==> src/rtl/booth_mul_arbiter.sv <==
// rtl/booth_mul_arbiter.sv - shares one sequential Booth multiplier among NREQ requesters.
// Define BOOTH_ARB_RR_EN for round-robin arbitration; otherwise fixed lowest-index priority.
module booth_mul_arbiter #(
    parameter int WIDTH       = 4,
    parameter int NREQ        = 3,
    parameter int MUL_LATENCY = 10
) (
    input  logic                      clock,
    input  logic                      reset_n,
    input  logic [NREQ-1:0]           req_valid,
    output logic [NREQ-1:0]           req_ready,
    input  logic [NREQ*WIDTH-1:0]     req_mpd,
    input  logic [NREQ*WIDTH-1:0]     req_mpr,
    output logic                      rsp_valid,
    input  logic                      rsp_ready,
    output logic [$clog2(NREQ)-1:0]   rsp_id,
    output logic [2*WIDTH-1:0]        rsp_res,
    output logic                      mul_enable,
    output logic [WIDTH-1:0]          mul_mpd,
    output logic [WIDTH-1:0]          mul_mpr,
    input  logic [2*WIDTH-1:0]        mul_res,
    output logic                      busy
);
    localparam int IDW = $clog2(NREQ);
    localparam int CW  = $clog2(MUL_LATENCY + 1);

    typedef enum logic [1:0] {IDLE, LOAD, WAIT, RESP} state_t;

    state_t         state;
    logic [IDW-1:0] gnt_q;
    logic [IDW-1:0] grant;
    logic [CW-1:0]  cnt;

`ifdef BOOTH_ARB_RR_EN
    logic [IDW-1:0] ptr;

    // Walk downwards so the requester closest to the pointer is written last and wins.
    always_comb begin
        int idx;
        grant = '0;
        idx   = 0;
        for (int k = NREQ - 1; k >= 0; k--) begin
            idx = int'(ptr) + k;
            if (idx >= NREQ) idx = idx - NREQ;
            if (req_valid[idx]) grant = IDW'(idx);
        end
    end
`else
    always_comb begin
        grant = '0;
        for (int k = NREQ - 1; k >= 0; k--) begin
            if (req_valid[k]) grant = IDW'(k);
        end
    end
`endif

    // Gated by reset_n so no accept is ever shown while reset is asserted.
    assign req_ready = (reset_n && state == IDLE && |req_valid) ? (NREQ'(1) << grant) : '0;

    always_ff @(posedge clock or negedge reset_n) begin
        if (!reset_n) begin
            state      <= IDLE;
            gnt_q      <= '0;
            cnt        <= '0;
            rsp_valid  <= 1'b0;
            rsp_id     <= '0;
            rsp_res    <= '0;
            mul_enable <= 1'b0;
            mul_mpd    <= '0;
            mul_mpr    <= '0;
            busy       <= 1'b0;
`ifdef BOOTH_ARB_RR_EN
            ptr        <= '0;
`endif
        end else begin
            case (state)
                IDLE: begin
                    if (|req_valid) begin
                        gnt_q      <= grant;
                        mul_mpd    <= req_mpd[int'(grant)*WIDTH +: WIDTH];
                        mul_mpr    <= req_mpr[int'(grant)*WIDTH +: WIDTH];
                        mul_enable <= 1'b1;
                        busy       <= 1'b1;
                        state      <= LOAD;
                    end
                end
                LOAD: begin
                    mul_enable <= 1'b0;
                    cnt        <= CW'(MUL_LATENCY - 1);
                    state      <= WAIT;
                end
                WAIT: begin
                    if (cnt == '0) begin
                        rsp_res   <= mul_res;
                        rsp_id    <= gnt_q;
                        rsp_valid <= 1'b1;
                        state     <= RESP;
                    end else begin
                        cnt <= cnt - 1'b1;
                    end
                end
                RESP: begin
                    if (rsp_ready) begin
                        rsp_valid <= 1'b0;
                        busy      <= 1'b0;
                        state     <= IDLE;
`ifdef BOOTH_ARB_RR_EN
                        ptr <= (gnt_q == IDW'(NREQ - 1)) ? '0 : gnt_q + 1'b1;
`endif
                    end
                end
                default: state <= IDLE;
            endcase
        end
    end
endmodule

==> config.mk <==
export PLATFORM = sky130hd
export DESIGN_NAME = booth_mul_arbiter
export DESIGN_NICKNAME = d
export VERILOG_FILES = /design/src/rtl/booth_mul_arbiter.sv
export SDC_FILE = /design/constraint.sdc
export NUM_CORES = 1
export LEC_CHECK = 0
export CAP_MARGIN = 10
export CORE_ASPECT_RATIO = 1.2
export CORE_UTILIZATION = 60
export CTS_BUF_LIST = sky130_fd_sc_hd__clkbuf_8
export DETAILED_ROUTE_END_ITERATION = 12
export DONT_BUFFER_PORTS = 1
export PLACE_DENSITY = 0.73
export SLEW_MARGIN = 10
export SYNTH_ARGS = -nofsm -noshare
export SYNTH_HDL_FRONTEND = slang
export SYNTH_SLANG_ARGS = --single-unit
==> constraint.sdc <==
create_clock -name clock -period 4.8 [get_ports clock]
set_input_delay 0.96 -clock clock [delete_from_list [all_inputs] [get_ports clock]]
set_output_delay 0.96 -clock clock [all_outputs]
set_load 0.01 [all_outputs]
==> After elaboration in Yosys (flattened, before gate mapping) <==
Cells that the tools add are included.
{ "totals": {"ff_bits": 29, "inputBits": 38, "out_inout_bits": 24, "word_cells": 53} }
{ "op_classes": {"n_addsub": 1, "n_eq_ne": 7, "shifts": 3, "mux": 16, "reduce_logical": 16} }
{ "op_table": {"columns": ["op", "n"], "rows": [
  ["$shiftx 12x5->4", 2],
  ["$mux 2", 6],
  ["$reduce_and 3->1", 3],
  ["$pmux 2 s4", 1],
  ["$pmux 4 s2", 1],
  ["$reduce_and 2->1", 4],
  ["$reduce_bool 2->1", 4],
  ["$ne 2x2->1 const B", 3],
  ["$pmux 1 s2", 3],
  ["$eq 2x2->1 const B", 2],
  ["$logic_not 4->1", 1],
  ["$mux 4", 1],
  ["$sub 4x1->4 const B", 1],
  ["$mux 1", 3],
  ["$mux 3", 1],
  ["$reduce_or 3->1", 1],
  ["$shl 1x2->3 const A", 1],
  ["$eq 2x1->1 const B", 1],
  ["$logic_and 1x1->1", 2],
  ["$logic_not 2->1", 1],
  ["$ne 2x1->1 const B", 1]
]} }

==> Logic depth before layout (Yosys ltp) <==
{ "logic_depth": {"word_depth": 5, "ltp_mapped": 7, "ltp_nobuf": 5} }

==> Worst setup path before layout <==
Ideal clock, no wire load.
{ "synth_timing": {"path_type": "input -> output", "from": "in req_valid[0]", "to": "out req_ready[2]", "t_arrival_ns": 1.745, "required_time_ns": 3.840, "path_slack_ns": 2.095, "stages": 3, "path_buffers": 2, "path_cell_list": "buf_6 clkbuf_1 nor4b_1"} }
{ "synth_between": {"elab_chain_len": 3, "word_cells_on_any_way": 5, "classes_between": "shift: 1; mux: 2; reduce/logical: 2"} }
{ "synth_lines": {"columns": ["element", "line", "text"], "rows": [
  ["from (decl)", "10", "input logic [NREQ-1:0] req_valid,"],
  ["$mux 2 / $reduce_or 3->1 (equally long branches)", "52, 58", null],
  ["$shl 1x2->3 / $logic_and 1x1->1 (equally long branches)", "58", "assign req_ready = (reset_n && state == IDLE && |req_valid) ? (NREQ'(1) << grant) : '0;"],
  ["$mux 3 (*)", "58", null],
  ["to (decl)", "11", "output logic [NREQ-1:0] req_ready,"]
]} }
Mark *: on every way between the ends. The rest lies on a longest branch, timed or not.

==> Final worst setup path <==
{ "layout_timing": {"from": "reg state[0]", "to": "out req_ready[2]"} }
{ "layout_between": {"elab_chain_len": 4} }
{ "layout_lines": {"columns": ["element", "line", "text"], "rows": [
  ["from (decl)", "29", "state_t state;"],
  ["from (signal assigned)", "62", "state <= IDLE;"],
  ["from (signal assigned)", "84", "state <= LOAD;"],
  ["from (signal assigned)", "90", "state <= WAIT;"],
  ["$logic_not 2->1", "58", null],
  ["$logic_and 1x1->1 (2 in series)", "58", null],
  ["$mux 3", "58", null]
]} }
Every way passes these cells.

==> impl_metrics.xml <==
<?xml version="1.0" encoding="UTF-8"?>
<metrics>
  <group name="logic_synthesis">
    <metric name="synth_top_family_by_area" unit="">simple AND/OR/NAND/NOR gates</metric>
    <metric name="syn_nets" unit="">198</metric>
    <metric name="post_synthesis_instance_area" unit="µm²">1575</metric>
    <metric name="yosys.cell_types.count" unit="">39</metric>
    <metric name="syn_area_per_cell" unit="µm²">10.30</metric>
    <metric name="share_of_the_yosys_chip_area_belonging_to_registers" unit="">0.4607</metric>
    <metric name="synthesis.instances" unit="">153</metric>
    <metric name="yosys_warnings" unit="">0</metric>
    <metric name="synthMuxAreaShare" unit="">0.09373</metric>
    <metric name="ys_seq_elements" unit="">29</metric>
    <metric name="fraction_of_the_mapped_netlist_area_in_adder_cells" unit="">0.05560</metric>
    <metric name="simple_gate_portion_of_the_synthesized_area" unit="">0.1724</metric>
    <metric name="post_synth_xor_area_fraction" unit="">0</metric>
    <metric name="synth_compound_area_frac" unit="">0.1612</metric>
    <metric name="dominantRegCellSynth" unit="">dfrtp_1</metric>
    <metric name="count_of_flip_flops_with_a_built_in_enable_after_synthesis" unit="">0</metric>
    <metric name="asyncSetResetFlopFracSynth" unit="">1.000</metric>
  </group>
  <group name="placed_design">
    <metric name="quantity_of_i_o_buffers_inserted_on_ports" unit="">0</metric>
    <metric name="gpl.final_weighted_congestion" unit="">0.7495</metric>
    <metric name="post-place-ws" unit="ns">2.340</metric>
    <metric name="detailed_place_hpwl" unit="µm">2105</metric>
    <metric name="dp_cells" unit="">176</metric>
  </group>
  <group name="sta">
    <metric name="achievable-frequency" unit="MHz">375.7</metric>
    <metric name="number_of_max_slew_violations_in_the_final_report" unit="">0</metric>
    <metric name="final_sum_of_negative_setup_slack" unit="ns">0</metric>
    <metric name="relSlewSlack" unit="">0.5865</metric>
    <metric name="finalCritPeriodShare" unit="">0.5545</metric>
    <metric name="layout_setup_ws" unit="ns">2.139</metric>
    <metric name="final-setup-viol-count" unit="">0</metric>
    <metric name="clock_skew" unit="ns">0.003379</metric>
    <metric name="worst_pin_slew" unit="ns">0.6203</metric>
    <metric name="setup_repair_after_global_routing_missed_its_margin" unit="">false</metric>
    <metric name="fin_crit" unit="ns">2.661</metric>
    <metric name="hold_viol" unit="">0</metric>
  </group>
  <group name="die">
    <metric name="placement_rows" unit="">20</metric>
    <metric name="start_util" unit="">0.6295</metric>
    <metric name="floorplan.die.width" unit="µm">48.78</metric>
    <metric name="coreArea" unit="µm²">2502</metric>
    <metric name="die_height" unit="µm">58.13</metric>
    <metric name="dieArea" unit="µm²">2835</metric>
    <metric name="pin_count" unit="">62</metric>
  </group>
  <group name="cts">
    <metric name="post_cts_resized" unit="">0</metric>
    <metric name="cts_buffer_depth" unit="">2</metric>
    <metric name="root_buffer" unit="">clkbuf_8</metric>
    <metric name="cts-hold-fix-buffers" unit="">0</metric>
    <metric name="clock_sink_count" unit="">29</metric>
    <metric name="cts_htree_levels" unit="">2</metric>
    <metric name="clock_tree_from_tritoncts" unit="">built</metric>
    <metric name="worst_setup_hold_path_clk_slew" unit="ns">0.06</metric>
    <metric name="insertion_delay" unit="ns">0.28</metric>
    <metric name="postCtsSetupRepairBufs" unit="">0</metric>
    <metric name="cts-buffers-inserted" unit="">5</metric>
  </group>
  <group name="hold_path">
    <metric name="worst_hold_path_type" unit="">in2async</metric>
  </group>
  <group name="flow_run">
    <metric name="max_cap_viol_count" unit="">0</metric>
  </group>
  <group name="route">
    <metric name="drt-vias-per-instance" unit="">6.141</metric>
    <metric name="drt.antenna.violating_nets" unit="">0</metric>
    <metric name="detail_route.drc_violations" unit="">0</metric>
    <metric name="drtPass1Iterations" unit="">4</metric>
    <metric name="dr_total_vias" unit="">1130</metric>
    <metric name="dr.first_iter.drc_count" unit="">27</metric>
    <metric name="wire_per_inst" unit="µm">15.60</metric>
    <metric name="detail_route.wirelength" unit="µm">2870</metric>
  </group>
  <group name="critical_path">
    <metric name="timing.critical_path.slowest_stage_cell" unit="">nor4b_1</metric>
    <metric name="critical_path.top_delay_family" unit="">simple AND/OR/NAND/NOR gates</metric>
    <metric name="worst_ep_arrival_time" unit="ns">1.70</metric>
    <metric name="critPathRequiredTime" unit="ns">3.84</metric>
    <metric name="endpoint_kind" unit="">output port</metric>
    <metric name="cell_chain_of_the_critical_path" unit="">inv_1, ha_1, nand2_1, nor4b_1</metric>
    <metric name="timing.critical_path.buf_inv" unit="">1</metric>
    <metric name="setup.worst_path.class" unit="">reg2out</metric>
    <metric name="worst_path_largest_cell_delay" unit="ns">0.49</metric>
    <metric name="worst-path-max-fanout" unit="">8</metric>
    <metric name="startpoint_type" unit="">register</metric>
  </group>
  <group name="pwr">
    <metric name="swShare" unit="">0.3750</metric>
    <metric name="internal_cell_power" unit="W">0.0006234</metric>
    <metric name="p_comb_frac" unit="">0.329</metric>
    <metric name="power.ir.vdd_worst" unit="mV">0.3692</metric>
    <metric name="power_leakage" unit="nW">0.7175</metric>
    <metric name="total_power" unit="W">0.0009974</metric>
    <metric name="power.clock.fraction" unit="">0.185</metric>
    <metric name="net-switching-power" unit="W">0.0003740</metric>
    <metric name="power-per-cell-area" unit="nW/µm²">606.7</metric>
    <metric name="reg_power_frac" unit="">0.486</metric>
  </group>
  <group name="outcome">
    <metric name="outcome" unit="">complete, no violations</metric>
  </group>
  <group name="global_route">
    <metric name="use_met2" unit="">0.3909</metric>
    <metric name="grt_max_degree" unit="">32</metric>
    <metric name="grt.busiest_layer" unit="">met2</metric>
    <metric name="antenna_found_initial" unit="">0</metric>
    <metric name="grt_pass1_vias" unit="">1086</metric>
    <metric name="gr-usage-met3" unit="">0.1102</metric>
    <metric name="groute.layer.met1.usage" unit="">0.2612</metric>
    <metric name="grt_pass1_wl" unit="µm">4871</metric>
    <metric name="grt_overflow_total" unit="">0</metric>
    <metric name="grt_use_total" unit="">0.2359</metric>
  </group>
  <group name="finish">
    <metric name="syn2layout_area_growth" unit="%">4.369</metric>
    <metric name="post_route_cells_drive_above_1_share" unit="">0.07947</metric>
    <metric name="filler_free_cell_count_of_the_finished_design" unit="">184</metric>
    <metric name="diodes_inserted" unit="">0</metric>
    <metric name="final_nets" unit="">195</metric>
  </group>
</metrics>
## cell type report
type / count / area (µm²)
flip-flops and latches: 29 / 725.7
multi-input cells: 105 / 760.7
well taps: 33 / 41.29
clock inverters: 3 / 13.76
clock buffers: 5 / 68.82
fillers: 206 / 858.3
inverters: 9 / 33.78
## worst register-to-register path, cell delays in order (launching register included)
cell	delay [ns]
dfrtp_1	0.41
inv_1	0.09
ha_1	0.18
or3b_1	0.51
a211oi_4	0.34
mux2_4	0.32
## layer usage
layer | vias to the layer above | routed length [µm]
li1 | 526 | -
met1 | 544 | 1152
met2 | 54 | 1442
met3 | 6 | 229
met4 | 0 | 45
met5 | - | 0
## power groups by stage
| stage | Combinational (W) | Sequential [W] | Clock (W) |
|---|---|---|---|
| floorplan | 0.000294 | 0.000466 | 0 |
| global placement | 0.000314 | 0.000484 | 0 |
| detailed placement | 0.000333 | 0.000489 | 0 |
| CTS | 0.000333 | 0.000487 | 0.000189 |
| global route | 0.000380 | 0.000503 | 0.000201 |
| finish | 0.000328 | 0.000484 | 0.000185 |
## flip-flops by register name (all words and copies together), names as in the netlist
name,count
rsp_res,8
cnt,4
mul_mpd,4
mul_mpr,4
gnt_q,2
rsp_id,2
state,2
busy,1
mul_enable,1
rsp_valid,1
## synthesized netlist by cell type (2+ instances only)
cell type	count	share of area
o22ai_1	2	0.0079
a31oi_1	9	0.036
ha_1	7	0.056
nand3b_1	9	0.043
clkbuf_1	5	0.012
mux2_1	9	0.064
dfrtp_1	29	0.46
buf_2	2	0.0064
mux2i_1	2	0.013
nand2_1	17	0.041
buf_6	2	0.014
nand2b_1	2	0.0079
a21oi_1	7	0.022
nor2_1	11	0.026
inv_1	9	0.021
a21o_1	8	0.038
## stage by stage
| stage | util | instance area (µm²) | hold WS, ns |
|---|---|---|---|
| after CTS | 0.6570 | 1644 | 0.3657 |
| final | 0.6570 | 1644 | 0.3721 |
| after detailed placement | 0.6240 | 1562 | 0.4967 |
| after global placement | 0.6240 | 1562 | 0.4741 |
| after global routing | 0.6570 | 1644 | 0.3547 |
| after floorplan | - | 1575 | 0.4642 |
## cells by family after synthesis
group	count (synthesis)
flops	29
fa+ha+maj	7
buf+inv	19
compound gates	36
simple gates	49
mux	13
## cells in the final DEF (no fill, tap or decap), types with 2 or more instances in the layout
cell | netlist | layout
dfrtp_1 | 29 | 29
nand2_1 | 17 | 17
nor2_1 | 11 | 11
inv_1 | 9 | 10
mux2_1 | 9 | 9
nand3b_1 | 9 | 9
a31oi_1 | 9 | 9
a21o_1 | 8 | 8
a21oi_1 | 7 | 7
ha_1 | 7 | 7
clkbuf_8 | 0 | 5
mux2i_1 | 2 | 2
o22ai_1 | 2 | 2
nand2b_1 | 2 | 2
clkinv_2 | 0 | 2
## final timing paths
path	slack, ns	depth (start not counted)	endpoint	from
setup / recovery	2.14	4	req_ready[2]	state[0]$_DFFE_PN0P_
setup reg to reg	2.83	5	state[1]$_DFFE_PN0P_	cnt[0]$_DFFE_PN0P_
hold reg to reg	0.50	1	rsp_id[0]$_DFFE_PN0P_	gnt_q[0]$_DFFE_PN0P_
max in group asynchronous	4.35	0	mul_mpd[1]$_DFFE_PN0P_	reset_n
min in group clock	0.50	1	rsp_id[0]$_DFFE_PN0P_	gnt_q[0]$_DFFE_PN0P_
hold / removal	0.37	0	cnt[2]$_DFFE_PN0P_	reset_n
Power figures use the tool's default switching activity.
